`src/rtl/mem_arb_pkg.sv`:
```
// Shared types for the BRAM port-B arbiter: FSM state and read-owner tag.
package mem_arb_pkg;

  typedef enum logic {
    ST_ARB  = 1'b0,
    ST_HALT = 1'b1
  } arb_state_e;

  localparam int TAG_W = 2;

  typedef enum logic [TAG_W-1:0] {
    TAG_NONE = 2'd0,
    TAG_CPU  = 2'd1,
    TAG_DBG  = 2'd2
  } owner_tag_e;

endpackage

```
`src/rtl/mem_arb_if.sv`:
```
// Bundle of LSU, loader and BRAM port-B signals around mem_arbiter.
interface mem_arb_if #(
  parameter int ADDR_W = 32,
  parameter int DATA_W = 32
);
  localparam int BE_W = DATA_W / 8;

  logic              cpu_req;
  logic [BE_W-1:0]   cpu_we;
  logic [ADDR_W-1:0] cpu_addr;
  logic [DATA_W-1:0] cpu_wdata;
  logic              cpu_stall;
  logic              cpu_rvalid;
  logic [DATA_W-1:0] cpu_rdata;

  logic              dbg_req;
  logic [BE_W-1:0]   dbg_we;
  logic [ADDR_W-1:0] dbg_addr;
  logic [DATA_W-1:0] dbg_wdata;
  logic              dbg_gnt;
  logic              dbg_rvalid;
  logic [DATA_W-1:0] dbg_rdata;
  logic              dbg_halt;
  logic              halt_ack;

  logic [BE_W-1:0]   web;
  logic [ADDR_W-1:0] addrb;
  logic [DATA_W-1:0] dib;
  logic [DATA_W-1:0] dob;

  // Arbiter side
  modport slave (
    input  cpu_req, cpu_we, cpu_addr, cpu_wdata,
    input  dbg_req, dbg_we, dbg_addr, dbg_wdata, dbg_halt,
    input  dob,
    output cpu_stall, cpu_rvalid, cpu_rdata,
    output dbg_gnt, dbg_rvalid, dbg_rdata, halt_ack,
    output web, addrb, dib
  );

  // Requester / memory side
  modport master (
    output cpu_req, cpu_we, cpu_addr, cpu_wdata,
    output dbg_req, dbg_we, dbg_addr, dbg_wdata, dbg_halt,
    output dob,
    input  cpu_stall, cpu_rvalid, cpu_rdata,
    input  dbg_gnt, dbg_rvalid, dbg_rdata, halt_ack,
    input  web, addrb, dib
  );
endinterface

```
`src/rtl/mem_arb_wait_cnt.sv`:
```
// Saturating wait counter for a pending loader request; sat when count reaches MAX_WAIT.
module mem_arb_wait_cnt #(
  parameter int MAX_WAIT = 8
) (
  input  logic clk,
  input  logic rst_n,
  input  logic inc,
  input  logic clr,
  output logic sat
);
  localparam int CNT_W = $clog2(MAX_WAIT + 1);

  logic [CNT_W-1:0] cnt_q, cnt_d;

  assign sat = (cnt_q >= CNT_W'(MAX_WAIT));

  always_comb begin
    cnt_d = cnt_q;
    if (clr)             cnt_d = '0;
    else if (inc && !sat) cnt_d = cnt_q + 1'b1;
  end

  always_ff @(posedge clk or negedge rst_n) begin
    if (!rst_n) cnt_q <= '0;
    else        cnt_q <= cnt_d;
  end
endmodule

```
`src/rtl/mem_arbiter.sv`:
```
// LSU / loader arbiter for BRAM port B with read-owner tagging and halt mode.
// Optional MEM_ARB_STARVE_EN adds a loader anti-starvation counter.
module mem_arbiter
  import mem_arb_pkg::*;
#(
  parameter int ADDR_W   = 32,
  parameter int DATA_W   = 32,
  parameter int MAX_WAIT = 8
) (
  input  logic      clk,
  input  logic      rst_n,
  mem_arb_if.slave  bus
);
  localparam int BE_W = DATA_W / 8;

  if (MAX_WAIT < 1) begin : g_bad_max_wait
    $error("mem_arbiter: MAX_WAIT must be >= 1");
  end

  typedef struct packed {
    logic [BE_W-1:0]   we;
    logic [ADDR_W-1:0] addr;
    logic [DATA_W-1:0] wdata;
  } req_t;

  arb_state_e state_q, state_d;
  owner_tag_e tag_q, tag_d;
  logic       cpu_gnt, dbg_gnt;
  logic       force_dbg;
  req_t       cpu_r, dbg_r, port_r;

  assign cpu_r.we    = bus.cpu_we;
  assign cpu_r.addr  = bus.cpu_addr;
  assign cpu_r.wdata = bus.cpu_wdata;
  assign dbg_r.we    = bus.dbg_we;
  assign dbg_r.addr  = bus.dbg_addr;
  assign dbg_r.wdata = bus.dbg_wdata;

`ifdef MEM_ARB_STARVE_EN
  logic wait_sat;

  mem_arb_wait_cnt #(.MAX_WAIT(MAX_WAIT)) u_wait_cnt (
    .clk   (clk),
    .rst_n (rst_n),
    .inc   (bus.dbg_req & ~dbg_gnt),
    .clr   (dbg_gnt | ~bus.dbg_req),
    .sat   (wait_sat)
  );

  assign force_dbg = wait_sat;
`else
  assign force_dbg = 1'b0;
`endif

  // State register
  always_ff @(posedge clk or negedge rst_n) begin
    if (!rst_n) state_q <= ST_ARB;
    else        state_q <= state_d;
  end

  // Next state: halt is level-driven in both directions
  always_comb begin
    state_d = state_q;
    unique case (state_q)
      ST_ARB:  if (bus.dbg_halt)  state_d = ST_HALT;
      ST_HALT: if (!bus.dbg_halt) state_d = ST_ARB;
      default: state_d = ST_ARB;
    endcase
  end

  // Grant outputs
  always_comb begin
    cpu_gnt = 1'b0;
    dbg_gnt = 1'b0;
    unique case (state_q)
      ST_ARB: begin
        if (bus.cpu_req && !(bus.dbg_req && force_dbg)) cpu_gnt = 1'b1;
        else if (bus.dbg_req)                           dbg_gnt = 1'b1;
      end
      ST_HALT: dbg_gnt = bus.dbg_req;
      default: ;
    endcase
  end

  always_comb begin
    port_r = '0;
    if (cpu_gnt)      port_r = cpu_r;
    else if (dbg_gnt) port_r = dbg_r;
  end

  // Only reads earn a tag; the tag steers next cycle's dob to its owner
  always_comb begin
    tag_d = TAG_NONE;
    if (cpu_gnt && (bus.cpu_we == '0))      tag_d = TAG_CPU;
    else if (dbg_gnt && (bus.dbg_we == '0)) tag_d = TAG_DBG;
  end

  always_ff @(posedge clk or negedge rst_n) begin
    if (!rst_n) tag_q <= TAG_NONE;
    else        tag_q <= tag_d;
  end

  assign bus.web        = port_r.we;
  assign bus.addrb      = port_r.addr;
  assign bus.dib        = port_r.wdata;

  assign bus.cpu_stall  = (bus.cpu_req & ~cpu_gnt) | (state_q == ST_HALT);
  assign bus.dbg_gnt    = dbg_gnt;
  assign bus.halt_ack   = (state_q == ST_HALT);

  assign bus.cpu_rvalid = (tag_q == TAG_CPU);
  assign bus.dbg_rvalid = (tag_q == TAG_DBG);
  assign bus.cpu_rdata  = bus.dob;
  assign bus.dbg_rdata  = bus.dob;
endmodule

```
`src/flat_wrapper.sv`:
```
// flat-port wrapper written by rule: the top's interface ports become plain ports
module mem_arbiter_flat import mem_arb_pkg::*;
#(
  parameter int ADDR_W   = 32,
  parameter int DATA_W   = 32,
  parameter int MAX_WAIT = 8
)
  (clk, rst_n, bus_cpu_req, bus_cpu_we, bus_cpu_addr, bus_cpu_wdata, bus_dbg_req, bus_dbg_we, bus_dbg_addr, bus_dbg_wdata, bus_dbg_halt, bus_dob, bus_cpu_stall, bus_cpu_rvalid, bus_cpu_rdata, bus_dbg_gnt, bus_dbg_rvalid, bus_dbg_rdata, bus_halt_ack, bus_web, bus_addrb, bus_dib);
  mem_arb_if #(.ADDR_W(ADDR_W), .DATA_W(DATA_W)) bus_i ();
  input  logic clk;
  input  logic rst_n;
  input wire logic [$bits(bus_i.cpu_req)-1:0] bus_cpu_req;
  input wire logic [$bits(bus_i.cpu_we)-1:0] bus_cpu_we;
  input wire logic [$bits(bus_i.cpu_addr)-1:0] bus_cpu_addr;
  input wire logic [$bits(bus_i.cpu_wdata)-1:0] bus_cpu_wdata;
  input wire logic [$bits(bus_i.dbg_req)-1:0] bus_dbg_req;
  input wire logic [$bits(bus_i.dbg_we)-1:0] bus_dbg_we;
  input wire logic [$bits(bus_i.dbg_addr)-1:0] bus_dbg_addr;
  input wire logic [$bits(bus_i.dbg_wdata)-1:0] bus_dbg_wdata;
  input wire logic [$bits(bus_i.dbg_halt)-1:0] bus_dbg_halt;
  input wire logic [$bits(bus_i.dob)-1:0] bus_dob;
  output wire logic [$bits(bus_i.cpu_stall)-1:0] bus_cpu_stall;
  output wire logic [$bits(bus_i.cpu_rvalid)-1:0] bus_cpu_rvalid;
  output wire logic [$bits(bus_i.cpu_rdata)-1:0] bus_cpu_rdata;
  output wire logic [$bits(bus_i.dbg_gnt)-1:0] bus_dbg_gnt;
  output wire logic [$bits(bus_i.dbg_rvalid)-1:0] bus_dbg_rvalid;
  output wire logic [$bits(bus_i.dbg_rdata)-1:0] bus_dbg_rdata;
  output wire logic [$bits(bus_i.halt_ack)-1:0] bus_halt_ack;
  output wire logic [$bits(bus_i.web)-1:0] bus_web;
  output wire logic [$bits(bus_i.addrb)-1:0] bus_addrb;
  output wire logic [$bits(bus_i.dib)-1:0] bus_dib;
  assign bus_i.cpu_req = bus_cpu_req;
  assign bus_i.cpu_we = bus_cpu_we;
  assign bus_i.cpu_addr = bus_cpu_addr;
  assign bus_i.cpu_wdata = bus_cpu_wdata;
  assign bus_i.dbg_req = bus_dbg_req;
  assign bus_i.dbg_we = bus_dbg_we;
  assign bus_i.dbg_addr = bus_dbg_addr;
  assign bus_i.dbg_wdata = bus_dbg_wdata;
  assign bus_i.dbg_halt = bus_dbg_halt;
  assign bus_i.dob = bus_dob;
  assign bus_cpu_stall = bus_i.cpu_stall;
  assign bus_cpu_rvalid = bus_i.cpu_rvalid;
  assign bus_cpu_rdata = bus_i.cpu_rdata;
  assign bus_dbg_gnt = bus_i.dbg_gnt;
  assign bus_dbg_rvalid = bus_i.dbg_rvalid;
  assign bus_dbg_rdata = bus_i.dbg_rdata;
  assign bus_halt_ack = bus_i.halt_ack;
  assign bus_web = bus_i.web;
  assign bus_addrb = bus_i.addrb;
  assign bus_dib = bus_i.dib;
  mem_arbiter #(.ADDR_W(ADDR_W), .DATA_W(DATA_W), .MAX_WAIT(MAX_WAIT)) u_core (.clk(clk), .rst_n(rst_n), .bus(bus_i));
endmodule
```
`config.mk`:
```
export PLATFORM = sky130hd
export DESIGN_NAME = mem_arbiter_flat
export DESIGN_NICKNAME = d
export VERILOG_FILES = /design/src/rtl/mem_arb_pkg.sv /design/src/rtl/mem_arb_if.sv /design/src/rtl/mem_arb_wait_cnt.sv /design/src/rtl/mem_arbiter.sv /design/src/flat_wrapper.sv
export SDC_FILE = /design/constraint.sdc
export NUM_CORES = 1
export LEC_CHECK = 0
export BUFFER_PORTS_ARGS = -buffer_cell sky130_fd_sc_hd__buf_2
export CAP_MARGIN = 20
export CORE_AREA = 2 2 119 121
export CTS_CLUSTER_SIZE = 16
export DETAILED_ROUTE_END_ITERATION = 8
export DIE_AREA = 0 0 121 123
export PLACE_DENSITY = 0.46
export SETUP_SLACK_MARGIN = 0.4
export SLEW_MARGIN = 15
export SYNTH_ARGS = -nofsm -noshare
export SYNTH_HDL_FRONTEND = slang
export SYNTH_SLANG_ARGS = --single-unit
```
`constraint.sdc`:
```
create_clock -name clk -period 1.96 [get_ports clk]
set_input_delay 0.392 -clock clk [delete_from_list [all_inputs] [get_ports clk]]
set_output_delay 0.392 -clock clk [all_outputs]
set_load 0.1 [all_outputs]
```
* Word-level counts from Yosys, hierarchy flattened *
Cells that the tools add are included.
Widths: inputs -> output; s select.

storage, ports and cells
  register bits = 3
  bits in latches = 0
  bits in writable memories = 0
  ROM bits = 0
  input port bits = 173
  output and inout bits = 137
  word-level logic and storage cells = 22
  memories kept = 0

operators by class
  $add $sub $neg = 0
  $mul = 0
  div/mod/pow operators = 0
  magnitude comparators = 0
  eq/ne operators = 2
  shift-type cells = 0
  multiplexer cells = 10
  bitwise operators = 4
  reduce and logical (&&, ||, !) cells = 4

operator list
  kind                count
  $mux 68             2
  $logic_not 4->1     2
  $mux 1              5
  $mux 2              2
  $eq 2x1->1 const B  1
  $eq 2x2->1 const B  1
  $logic_and 1x1->1   2
  $not 1->1           2
  $pmux 1 s2          1
  $and 1x1->1         1
  $or 1x1->1          1

* Logic depth before layout (Yosys ltp) *
Gate-level depths: netlist (run 1).

  depth after elaboration = 6
  depth in mapped cells = 5
  mapped depth without buffers = 2

* Worst setup path after synthesis (run 1) *
OpenSTA, ideal clock, no wires.

  path type = register to output
  start point = register u_core.state_q, in the netlist u_core.bus.halt_ack
  end point = output bus_addrb[27]
  arrival time = 2.739 ns
  data required time = 1.568 ns
  path slack = -1.171 ns
  stages on the path, launching flop included = 5
  buffers on the path = 2
  cells stage by stage = dfrtp_1 nor2b_4 buf_6 buf_6 o21ai_1

between the ends
  longest elaborated chain between the ends = 4
  elaborated cells between the ends (all ways) = 5
  those cells by class = mux: 4; bitwise: 1

ends and longest elaborated chain
  what                    RTL line            text
  start, declared         mem_arbiter.sv:26   arb_state_e state_q, state_d;
  start signal, assigned  mem_arbiter.sv:58   else state_q <= state_d;
  $not 1->1               -
  $pmux 1 s2              mem_arbiter.sv:75   unique case (state_q)
  $mux 68                 mem_arbiter.sv:88   else if (dbg_gnt) port_r = dbg_r;
  $mux 68 *               mem_arbiter.sv:87   if (cpu_gnt) port_r = cpu_r;
  end, declared           flat_wrapper.sv:30  output wire logic [$bits(bus_i.addrb)-1:0] bus_addrb;

Every way passes the cells marked *; elsewhere a longest branch is shown, timed or not.

* Worst setup path in the final report (run 1) *
  start point = register u_core.state_q, in the netlist u_core.bus.halt_ack
  end point = output bus_dib[31]

between the ends
  longest elaborated chain between the ends = 4
  elaborated cells between the ends (all ways) = 5
  those cells by class = mux: 4; bitwise: 1

ends and longest elaborated chain
  what           RTL line            text
  $not 1->1      -
  $pmux 1 s2     mem_arbiter.sv:75
  $mux 68        mem_arbiter.sv:88
  $mux 68 *      mem_arbiter.sv:87
  end, declared  flat_wrapper.sv:31  output wire logic [$bits(bus_i.dib)-1:0] bus_dib;

Marked as above.

==> flow_metrics.tcl, run 1 <==
set metrics [dict create \
    status "completed" \
    crit_top_cell "buf_12" \
    numCtsBuffers 3 \
    drtPass1Iterations 4 \
    grt_usage 0.1280 \
    tightest_slew_ns 0.3052 \
    gp_congestion 0.7877 \
    final-setup-viol-count 0 \
    skew_ns 0.0005513 \
    drtAntennaViolNets 0 \
    ios 310 \
    drv_cap 0 \
    syn_avg_cell_area_um2 6.180 \
    die_area_um2 14880 \
    hpwl_mm 7.392 \
    post_drt_via_cell_ratio 4.313 \
    mostFrequentLayoutCells "buf_2 (140), buf_12 (78), nand2_1 (68), nand3b_1 (68), o21ai_4 (51)" \
    hold_depth 1 \
    antenna_found_initial 0 \
    clkLatencyLatePin_ns 0.22 \
    syn_area_um2 1922 \
    p_leak_nw 2.058 \
    grt_start_max_net_pins 71 \
    stdcell_count 638 \
    cts.sinks 3 \
    clock_path_buffers 2 \
    crit_arrival_ns 1.55 \
    grt_pass1_wl_mm 14.93 \
    start_kind "flop" \
    layout_min_cycle_time_ns 1.941 \
    rows 43 \
    slew_violations 0 \
    routed_wl_mm 10.96 \
    holdCritPathClass "in2reg" \
    die_h_um 123 \
    synthToLayoutAreaGrowth_pct 151.6 \
    slew_headroom 0.7966 \
    cp_cell_sequence "nor2b_4 -> buf_12 -> buf_12 -> buf_16 -> o21ai_4 -> buf_12" \
    insertedDiodeCount 0 \
    vias 2752 \
    yosysSeqAreaShare 0.03906 \
    worstPathRequired_ns 1.57 \
    power_mw 2.431 \
    final_common_cell "buf_2" \
    drc 0 \
    fin_crit_sh 0.9902 \
    ys_seq_elements 3 \
    start_util 0.1412 \
    ys.warnings.count 0 \
    worst_path_largest_cell_delay_ns 0.50 \
    yosysUniqueCellTypes 15 \
    drtIter0Drc 79 \
    drive_gt1_frac 0.6878 \
    r2r_cells 6 \
    cp_max_fo 8 \
    slowest_stage "dfrtp_4" \
    r2r_slack_ns 0.60 \
    rsz0062_at_grt "true" \
    root_buffer "clkbuf_16" \
    crit_type "reg2out" \
    clk_pin_slew_ns 0.03 \
    detail_route.wl_per_cell_um 17.17 \
    place_inst 615 \
    nets 632 \
    syn-num-nets 484 \
    die_w_um 121 \
    first_global_vias 2928 \
    endpoint_kind "output pin" \
    fmax_mhz 515.2 \
    coreArea_um2 13610 \
    synthCells 311 \
    hold_viol_final 0 \
    p_per_area_nw_per_um2 502.6 \
    gr-total-overflow 0 \
    h-tree-depth 1 \
    ir_drop_mv 0.2163 \
    io_buffers 213 \
    cts_tree "built" \
]
-- kinds of logic after synthesis --
group / synth area share
AO/OA/AOI/OAI: 0.1771
buffers and inverters: 0.3516
flip-flops: 0.03906
AND/OR/NAND/NOR: 0.4323
-- critical path, delay by kind of cell, from the launching register on --
| kind | cells | cell delay (ns) |
|---|---|---|
| buffers and inverters | 4 | 0.59 |
| flip-flops | 1 | 0.50 |
| AND/OR/NAND/NOR | 1 | 0.15 |
| AO/OA/AOI/OAI | 1 | 0.07 |
-- power breakdown --
| group | internal [mW] | total, mW | switching [mW] |
|---|---|---|---|
| logic | 0.769 | 2.04 | 1.27 |
| registers | 0.0647 | 0.0676 | 0.00292 |
| clock network | 0.268 | 0.323 | 0.0544 |
| total | 1.10 | 2.43 | 1.33 |
-- routing by layer --
layer	track usage	vias up	routed length, um
met5	0	-	0
met4	0.05233	0	241
met1	0.1238	1275	3567
met3	0.03275	18	1011
met2	0.2553	177	6136
li1	-	1282	-
-- flip-flops by register name, summed over array words and instances, names as in the netlist --
| register | count |
|---|---|
| u_core.tag_q | 2 |
| u_core.bus.halt_ack | 1 |
-- final timing paths --
check | start | endpoint
worst max-delay path | u_core.bus.halt_ack | bus_dib[31]
worst min-delay path | bus_dbg_halt | u_core.bus.halt_ack
worst max register to register | u_core.bus.halt_ack | u_core.tag_q[0]
worst min register to register | u_core.bus.halt_ack | u_core.tag_q[0]
max in group asynchronous | rst_n | u_core.bus.halt_ack
min in group asynchronous | rst_n | u_core.tag_q[1]
-- cells in the mapped netlist --
cell / instances / area (um^2)
and2_1: 1 / 6.260
buf_2: 5 / 25.02
buf_4: 66 / 495.5
buf_6: 8 / 90.09
clkbuf_1: 16 / 60.06
clkbuf_2: 1 / 5.000
dfrtp_1: 3 / 75.07
nand2_1: 68 / 255.2
nand3b_1: 68 / 510.5
nor2b_1: 3 / 18.77
nor2b_4: 1 / 13.76
nor3b_2: 1 / 12.51
nor4_1: 1 / 6.260
o21ai_1: 68 / 340.3
or4_1: 1 / 7.510
-- stage by stage --
stage	worst slack, ns	util	setup TNS [ns]	area (um^2)	hold WS [ns]
3_5_place_dp	0.1624	0.2797	0	3807	0.2059
3_3_place_gp	0.1921	0.2797	0	3807	0.2058
2_1_floorplan	-0.7609	-	-46.54	2023	0.09641
6_report	0.01915	0.3553	0	4836	0.2951
4_1_cts	0.02142	0.3344	0	4552	0.2942
5_1_grt	-0.02828	0.3553	-0.4416	4836	0.2908
-- layout make-up --
cell class              count  area, um^2
clock buffers               4       78.83
well taps                 180       225.2
fillers                  1361        8776
repair buffers            239        2621
flip-flops and latches      3       78.83
multi-input cells         212        1832
-- repair_timing --
action | 4_1_cts | 5_1_grt
endpoints found under the setup margin | 73 | 71
gates resized for setup | 81 | 36
buffers inserted | 9 | 0
cloned | 7 | 2
hold endpoints to repair | 3 | 0
pin swaps | 18 | 14
hold buffers | 1 | 0
Power figures use the tool's default switching activity.
==> inputs of run 2 (changes only) <==
==> constraint.sdc (replaced) <==
create_clock -name clk -period 1.96 [get_ports clk]
set_input_delay 0.098 -clock clk [delete_from_list [all_inputs] [get_ports clk]]
set_output_delay 0.098 -clock clk [all_outputs]
set_load 0.02 [all_outputs]
==> run 2 against run 1 <==
  * Register-to-register slack improved by 0.34 ns
  * Setup slack improved by 0.43 ns
  * Sequential power fell by 3%
  * Utilization fell by 16 points
  * Via count fell by 11%
  * Flip-flop and latch count did not move
  * Non-clock buffer count fell by 18
  * Clock power barely moved
  * Largest cell class is now multi-input gates
==> flow_metrics.tcl, run 2 (same netlist as run 1, synthesis figures left out) <==
set metrics [dict create \
    status "completed" \
    slowest_stage "dfrtp_2" \
    skew_ns 0.002855 \
    hpwl_mm 6.170 \
    gr-total-overflow 0 \
    r2r_cells 3 \
    cp_cell_sequence "buf_4 -> nand3b_1 -> o21ai_1 -> buf_2" \
    worstPathRequired_ns 1.86 \
    grt_usage 0.09673 \
    drive_gt1_frac 0.5136 \
    tns_ns 0 \
    slew_violations 0 \
    mostFrequentLayoutCells "buf_2 (213), nand2_1 (68), nand3b_1 (68), o21ai_1 (68), buf_4 (4)" \
    insertedDiodeCount 0 \
    coreArea_um2 13610 \
    routed_wl_mm 8.108 \
    final_util 0.1990 \
    rsz0062_at_grt "false" \
    r2r_start "u_core.bus.halt_ack" \
    hold_depth 1 \
    tightest_slew_ns 0.3796 \
    ir_drop_mv 0.1975 \
    crit_arrival_ns 1.42 \
    fmax_mhz 660.8 \
    cts_tree "built" \
    vias 2444 \
    hold_ws_ns 0.02458 \
    clock_path_buffers 2 \
    h-tree-depth 1 \
    hold_end "u_core.bus.halt_ack" \
    gp_congestion 0.7376 \
    r2r-end "u_core.tag_q[0]" \
    post-cts-setup-buffer-count 0 \
    fin_crit_sh 0.7721 \
    hold_viol_final 0 \
    nets 614 \
    post_drt_via_cell_ratio 3.942 \
    drv_cap 0 \
    endpoint_kind "output pin" \
    die_h_um 123 \
    largest_reg_flops 2 \
    io_buffers 213 \
    drc 0 \
    p_leak_nw 1.403 \
    clkLatencyLatePin_ns 0.22 \
    power_mw 1.031 \
    start_util 0.1412 \
    top_register "u_core.tag_q" \
    numCtsBuffers 3 \
    crit_type "reg2out" \
    rows 43 \
    grt_start_max_net_pins 71 \
    worst_path_largest_cell_delay_ns 0.42 \
    final-setup-viol-count 0 \
    first_global_vias 2236 \
    die_area_um2 14880 \
    p_per_area_nw_per_um2 380.6 \
    clk_pin_slew_ns 0.03 \
    fin_ws_ns 0.4467 \
    holdCritPathClass "in2reg" \
    cp_max_fo 35 \
    detail_route.wl_per_cell_um 13.08 \
    antenna_found_initial 0 \
    r2r_slack_ns 0.94 \
    min_from "bus_dbg_halt" \
    synthToLayoutAreaGrowth_pct 40.95 \
    die_w_um 121 \
    final_common_cell "buf_2" \
    drtAntennaViolNets 0 \
    start_kind "flop" \
    drtIter0Drc 85 \
    slew_headroom 0.7469 \
    root_buffer "clkbuf_16" \
    cts.sinks 3 \
    layout_min_cycle_time_ns 1.513 \
    grt_pass1_wl_mm 11.35 \
    ios 310 \
    drtPass1Iterations 4 \
    pre_cts_slack_ns 0.6038 \
]
==> run 2: cell count changes in the layout (fill, tap and decap cells not counted), moves of 3 or more <==
cell,before,now
buf_12,78,2
buf_2,140,213
o21ai_1,0,68
o21ai_4,51,0
o21ai_2,17,0
buf_16,8,0
buf_4,9,4
nor2b_1,0,3
nor2b_4,4,1
==> run 2: timing repair <==
action / CTS / global route
gates resized for setup: 1 / 0
hold buffers: 1 / 0
hold endpoints to repair: 3 / 0
endpoints found under the setup margin: 34 / 0
==> run 2: power breakdown <==
part           switching [mW]  internal, mW  leakage, nW  total (mW)
clock                  0.0571         0.269       0.0382       0.326
sequential            0.00160        0.0641       0.0385      0.0657
combinational           0.371         0.269         1.33       0.640
==> run 2: per-stage QoR <==
stage,area (um^2),std cells
final,2709,620
after global routing,2709,620
after CTS,2709,620
after detailed placement,2616,615
after global placement,2616,615
after floorplan,1922,311
==> run 2: metal layers <==
metal | share of wire | GRT usage
met1 | 0.35 | 0.09844
met2 | 0.51 | 0.1833
met5 | 0 | 0
met4 | 0.042 | 0.05741
met3 | 0.094 | 0.01799
==> run 2: worst max-delay path: cells and delay by family (launching register included) <==
| kind | cells | cell delay (ns) |
|---|---|---|
| and+or+nand+nor | 1 | 0.19 |
| AOI/OAI and AO/OA | 1 | 0.14 |
| buffers and inverters | 2 | 0.43 |
| DFF | 1 | 0.42 |
==> run 2: how the worst max path moves through the flow <==
| stage | start | to | slack, ns | cells after the start |
|---|---|---|---|---|
| after global routing | u_core.bus.halt_ack | bus_dib[16] | 0.41 | 4 |
| after floorplan | u_core.bus.halt_ack | bus_addrb[27] | 0.64 | 4 |
| after detailed placement | u_core.bus.halt_ack | bus_addrb[18] | 0.60 | 4 |
| after CTS | u_core.bus.halt_ack | bus_dib[16] | 0.45 | 4 |
| after global placement | u_core.bus.halt_ack | bus_addrb[18] | 0.62 | 4 |
| final | u_core.bus.halt_ack | bus_dib[16] | 0.45 | 4 |
==> run 2: area by class of cell <==
cell class / count / area, um^2
multi-input combinational: 212 / 1171
fill: 1610 / 10900
timing repair buffer: 221 / 1157
sequential: 3 / 76.32
clock buffer: 4 / 78.83
tap: 180 / 225.2
